### src/rtl/tx_frame_arbiter.sv
// Round-robin whole-packet arbiter sharing one MAC transmit FIFO write port
// between two sources, with max-length truncation and a forced inter-packet gap.
module tx_frame_arbiter #(
    parameter int unsigned DATA_W    = 32,
    parameter int unsigned MAX_WORDS = 384,
    parameter int unsigned IPG_CYC   = 4,
    parameter int unsigned CNT_W     = 9
) (
    input  logic              clk,
    input  logic              reset,
    input  logic [DATA_W-1:0] i_a_data,
    input  logic              i_a_vld,
    input  logic              i_a_sop,
    input  logic              i_a_eop,
    output logic              o_a_rdy,
    input  logic [DATA_W-1:0] i_b_data,
    input  logic              i_b_vld,
    input  logic              i_b_sop,
    input  logic              i_b_eop,
    output logic              o_b_rdy,
    output logic [DATA_W-1:0] o_tx_data,
    output logic              o_tx_vld,
    output logic              o_tx_sop,
    output logic              o_tx_eop,
    input  logic              i_tx_rdy,
    output logic [1:0]        o_grant,
    output logic              o_err_trunc,
    output logic              o_err_sop
);

    localparam int unsigned GAP_LAST = (IPG_CYC > 0) ? IPG_CYC - 1 : 0;
    localparam int unsigned GAP_W    = (GAP_LAST > 0) ? $clog2(GAP_LAST + 1) : 1;

    typedef enum logic [1:0] {IDLE, SEND, DRAIN, GAP} state_t;

    state_t             state_q, state_d;
    logic [1:0]         grant_q, grant_d;
    logic               last_b_q, last_b_d;
    logic [CNT_W-1:0]   cnt_q, cnt_d;
    logic [GAP_W-1:0]   gap_q, gap_d;

    logic               a_rdy, b_rdy, tx_vld, tx_sop, tx_eop, err_trunc, err_sop;
    logic [DATA_W-1:0]  tx_data;
    logic               g_vld, g_eop, at_last, pkt_done;
    logic [DATA_W-1:0]  g_data;

    always_ff @(posedge clk or posedge reset) begin
        if (reset) begin
            state_q  <= IDLE;
            grant_q  <= '0;
            last_b_q <= 1'b1;
            cnt_q    <= '0;
            gap_q    <= '0;
        end else begin
            state_q  <= state_d;
            grant_q  <= grant_d;
            last_b_q <= last_b_d;
            cnt_q    <= cnt_d;
            gap_q    <= gap_d;
        end
    end

    always_comb begin
        state_d   = state_q;
        grant_d   = grant_q;
        last_b_d  = last_b_q;
        cnt_d     = cnt_q;
        gap_d     = gap_q;
        a_rdy     = 1'b0;
        b_rdy     = 1'b0;
        tx_vld    = 1'b0;
        tx_sop    = 1'b0;
        tx_eop    = 1'b0;
        tx_data   = '0;
        err_trunc = 1'b0;
        err_sop   = 1'b0;
        pkt_done  = 1'b0;

        g_vld   = grant_q[1] ? i_b_vld  : i_a_vld;
        g_eop   = grant_q[1] ? i_b_eop  : i_a_eop;
        g_data  = grant_q[1] ? i_b_data : i_a_data;
        at_last = (cnt_q == CNT_W'(MAX_WORDS - 1));

        case (state_q)
            IDLE: begin
                // A wins a tie only when B owned the previous packet.
                if (i_a_vld && i_a_sop && !(i_b_vld && i_b_sop && !last_b_q)) begin
                    grant_d = 2'b01;
                    state_d = SEND;
                end else if (i_b_vld && i_b_sop) begin
                    grant_d = 2'b10;
                    state_d = SEND;
                end
                a_rdy   = i_a_vld & ~i_a_sop;
                b_rdy   = i_b_vld & ~i_b_sop;
                err_sop = a_rdy | b_rdy;
            end
            SEND: begin
                tx_vld  = g_vld;
                tx_data = g_vld ? g_data : '0;
                tx_sop  = g_vld & (cnt_q == '0);
                tx_eop  = g_vld & (g_eop | at_last);
                a_rdy   = grant_q[0] & i_tx_rdy;
                b_rdy   = grant_q[1] & i_tx_rdy;
                if (g_vld && i_tx_rdy) begin
                    if (g_eop) begin
                        pkt_done = 1'b1;
                    end else if (at_last) begin
                        err_trunc = 1'b1;
                        cnt_d     = '0;
                        state_d   = DRAIN;
                    end else begin
                        cnt_d = cnt_q + 1'b1;
                    end
                end
            end
            DRAIN: begin
                a_rdy    = grant_q[0];
                b_rdy    = grant_q[1];
                pkt_done = g_vld & g_eop;
            end
            GAP: begin
                if (gap_q == GAP_W'(GAP_LAST)) begin
                    gap_d   = '0;
                    state_d = IDLE;
                end else begin
                    gap_d = gap_q + 1'b1;
                end
            end
            default: state_d = IDLE;
        endcase

        if (pkt_done) begin
            cnt_d    = '0;
            gap_d    = '0;
            last_b_d = grant_q[1];
            grant_d  = '0;
            state_d  = (IPG_CYC > 0) ? GAP : IDLE;
        end
    end

    // Combinational outputs are held low while reset is asserted.
    assign o_a_rdy     = a_rdy & ~reset;
    assign o_b_rdy     = b_rdy & ~reset;
    assign o_tx_vld    = tx_vld & ~reset;
    assign o_tx_sop    = tx_sop & ~reset;
    assign o_tx_eop    = tx_eop & ~reset;
    assign o_tx_data   = reset ? '0 : tx_data;
    assign o_err_trunc = err_trunc & ~reset;
    assign o_err_sop   = err_sop & ~reset;
    assign o_grant     = grant_q;

endmodule

### config.mk
export PLATFORM = sky130hd
export DESIGN_NAME = tx_frame_arbiter
export DESIGN_NICKNAME = d
export VERILOG_FILES = /design/src/rtl/tx_frame_arbiter.sv
export SDC_FILE = /design/constraint.sdc
export NUM_CORES = 1
export LEC_CHECK = 0
export ABC_CLOCK_PERIOD_IN_PS = 3200
export BUFFER_PORTS_ARGS = -buffer_cell sky130_fd_sc_hd__buf_2
export CAP_MARGIN = 20
export CORE_MARGIN = 2
export CORE_UTILIZATION = 46
export CTS_BUF_LIST = sky130_fd_sc_hd__clkbuf_2 sky130_fd_sc_hd__clkbuf_4 sky130_fd_sc_hd__clkbuf_8
export CTS_CLUSTER_DIAMETER = 100
export DETAILED_ROUTE_END_ITERATION = 12
export PLACE_DENSITY_LB_ADDON = 0.15
export SLEW_MARGIN = 20
export SYNTH_ARGS = -nofsm -noshare
export SYNTH_HDL_FRONTEND = slang
export SYNTH_SLANG_ARGS = --single-unit
### constraint.sdc
create_clock -name clk -period 3.2 [get_ports clk]
set_input_delay 0 -clock clk [delete_from_list [all_inputs] [get_ports clk]]
set_output_delay 0 -clock clk [all_outputs]
set_load 0.005 [all_outputs]
==> run summary <==
status: complete, no violations
CTS max path bufs: 2
Port-buffer cells: 113
CP Buf/Inv Count: 3
Max Clk Rate: 431.3 MHz
Post-DP HPWL: 3750 µm
Layout area overhead: 40.44%
drt total wl: 4671 µm
post-synthesis simple-gate area fraction: 0.2426
Sink Count: 16
Syn Inst Count: 197
post-synthesis mux area share: 0.2418
global-route wire length before repair: 7803 µm
# setup viols final: 0
CP endpoint: o_tx_data[19]
post-CTS setup buffer count: 0
htree depth: 1
clk_lat worst skew: 0.29 ns
Rel. slew slack: 0.5793
critical path depth: 6
Synth Warn #: 0
crit path from: state_q[1]
Die Y: 63.15 µm
final setup TNS: 0 ns
overall routing resource usage: 0.2389
Top Family by Delay on Critical Path: simple AND/OR/NAND/NOR gates
Routed WL per cell: 13.19 µm
FF-to-FF Start: state_q[1]
Synth Area in XOR/XNOR: 0
non-filler instance count after layout: 354
cell taking the most area after synthesis: dfrtp_1
combinational group share of total power: 0.647
Antenna Diode Count: 0
dpl cells: 349
switching part of the total power: 0.4456
largest cells by area after synthesis: dfrtp_1 (23%), mux2i_1 (21%), nor2_1 (8.6%)
EDFF count, synth: 0
Num CTS Buffers: 3
CTS Root Buffer Type: clkbuf_4
FP Rows: 21
Net Count, Synth: 277
WP data required: 3.20 ns
CP max stage delay: 0.51 ns
core area: 0.003337 mm²
share of cells above drive strength 1: 0.4351
Worst Skew: 0.003249 ns
post-synth top area share: 0.2333
asr flop ratio synth: 1.000
drt drc: 0
actual slew at the worst max-slew pin: 0.6293 ns
reg2reg setup slack: 1.16 ns
GRT Residual Overflow: 0
antenna violations before repair: 0
largest net degree at the start of global routing: 31
unrepaired setup endpoints after global routing: no
count leader, synth: nor2_1
Synth top cells by count: nor2_1 (37), mux2i_1 (34), dfrtp_1 (15), o21ai_1 (11)
Hold WC Path Type: in -> reg
DR pass1 iterations: 4
Die Width: 63.15 µm
Lkg Pwr: 0.001292 µW
CP endpoint kind: primary output
sequential power share: 0.253
r2r endpoint: last_b_q
Via density: 5.206
minimum clock period: 2.318 ns
via count: 1843
sequential area share after synthesis: 0.2496
FF-to-FF path depth: 6
Seq cells post-synth: 16
vias in the first global route: 1783
Clk pwr share: 0.100
final hold violation count: 0
type of the worst setup path: reg -> out
period utilisation layout: 0.7245
largest family of logic cells by synthesized area: simple AND/OR/NAND/NOR gates
Data arrival, critical path: 2.32 ns
count of cell types in the netlist: 47
Compound-Gate Fraction of Synth Area: 0.1547
post-CTS resize count: 0
Final Slew Violations: 0
GPL Wtd Cong: 0.8262
adder-cell share of the synthesized area: 0.05443
Initial Util: 0.4822
Internal: 782.4 µW
max-cap violation count: 0
Top FF cell, synth: dfrtp_1
startpoint types: register
syn avg cell area: 8.168 µm²
fin nets: 389
Power Dens Cells: 624.6 mW/mm²
CTS tree: yes
clk slew on worst S/H paths: 0.11 ns
Antenna Nets Post-Route: 0
crit path cell chain: inv_1 > ha_1 > nand3_1 > buf_4 > nor2_1 > buf_2
Synth Cell Area: 0.001609 mm²
crit path max fanout: 20
die area: 0.003987 mm²
Psw: 628.9 µW
io pins: 114
Worst path slowest cell: nand3_1
Worst VDD drop: 0.0002611 V
Iter 0 DRT Violations: 67
-- cell usage in the layout (no fill, tap or decap), types with 2 or more instances in the layout --
master,Yosys,final
o21ai_0,2,2
inv_1,9,9
inv_2,2,2
buf_2,1,113
mux2i_1,34,34
dfrtp_1,15,14
a22oi_1,2,2
nand2b_1,3,3
ha_1,7,7
nand2_1,9,9
a2bb2oi_1,2,2
clkbuf_4,0,3
o21ai_1,11,11
nand3_1,3,3
nor3_1,8,8
o21bai_1,2,2
and3_1,5,5
nor2b_1,3,3
nor2_1,37,37
buf_4,0,4
a311oi_1,2,2
a21oi_1,6,6
-- area by class of cell --
cell class | count | area [µm²]
clock buffers | 4 | 36.28
repair buffers | 118 | 605.6
fillers | 327 | 1077
flip-flops and latches | 16 | 402.9
multi-input cells | 159 | 1116
well taps | 46 | 57.56
inverters | 11 | 41.29
-- state kept, by name, summed over array words and instances, names as in the netlist --
register  cells
cnt_q         9
gap_q         2
o_grant       2
state_q       2
last_b_q      1
-- routing by layer --
layer  GRT usage  vias up  wire [µm]
li1            -      924          -
met1      0.3055      835       2015
met2      0.4109       72       2269
met3     0.03571       12        292
met4     0.07778        0         93
met5           0        -          0
-- logic make-up (layout without fill, tap and decap cells) --
logic type | Yosys count | count (layout)
AO/OA/AOI/OAI | 36 | 36
adder cells (fa/ha/maj) | 7 | 7
buffers and inverters | 22 | 133
flip-flops | 16 | 16
multiplexers | 37 | 37
AND/OR/NAND/NOR | 79 | 79
-- per-stage QoR --
stage          area (µm²)  hold WS [ns]  setup slack (ns)  power (µW)    util
6_report             2260        0.1007            0.8816        1411  0.6772
5_1_grt              2260        0.1100            0.6360        1549  0.6772
4_1_cts              2260       0.08740            0.8786        1416  0.6772
3_5_place_dp         2213       0.08008             1.212        1272  0.6633
3_3_place_gp         2213       0.08475             1.164        1255  0.6633
2_1_floorplan        1609      -0.07039             1.407        1030       -
-- timing repair --
item / 4_1_cts / 5_1_grt
setup endpoints to repair: 0 / 0
hold endpoints to repair: 16 / 0
hold buffers: 1 / 0
-- worst min-delay path by stage --
stage / start / end / cells after the start
4_1_cts: i_a_sop / o_grant[1] / 3
3_5_place_dp: reset / o_grant[0] / 3
6_report: i_a_sop / o_grant[1] / 3
3_3_place_gp: reset / o_grant[0] / 3
5_1_grt: i_a_sop / o_grant[1] / 3
2_1_floorplan: reset / cnt_q[0] / 1
-- power groups by stage --
stage | Combinational, µW | Clock [µW] | Sequential (µW)
floorplan | 709 | 0 | 322
global placement | 898 | 0 | 357
detailed placement | 910 | 0 | 362
CTS | 916 | 143 | 357
global route | 1030 | 149 | 374
finish | 912 | 141 | 358
-- worst reg2reg max path: stages (launching register included) --
cell	delay (ns)
dfrtp_1	0.41
inv_1	0.07
ha_1	0.30
o21ai_1	0.10
nor3b_2	0.51
buf_4	0.26
mux2_1	0.33
No activity file was read; power rests on OpenSTA's default activity.
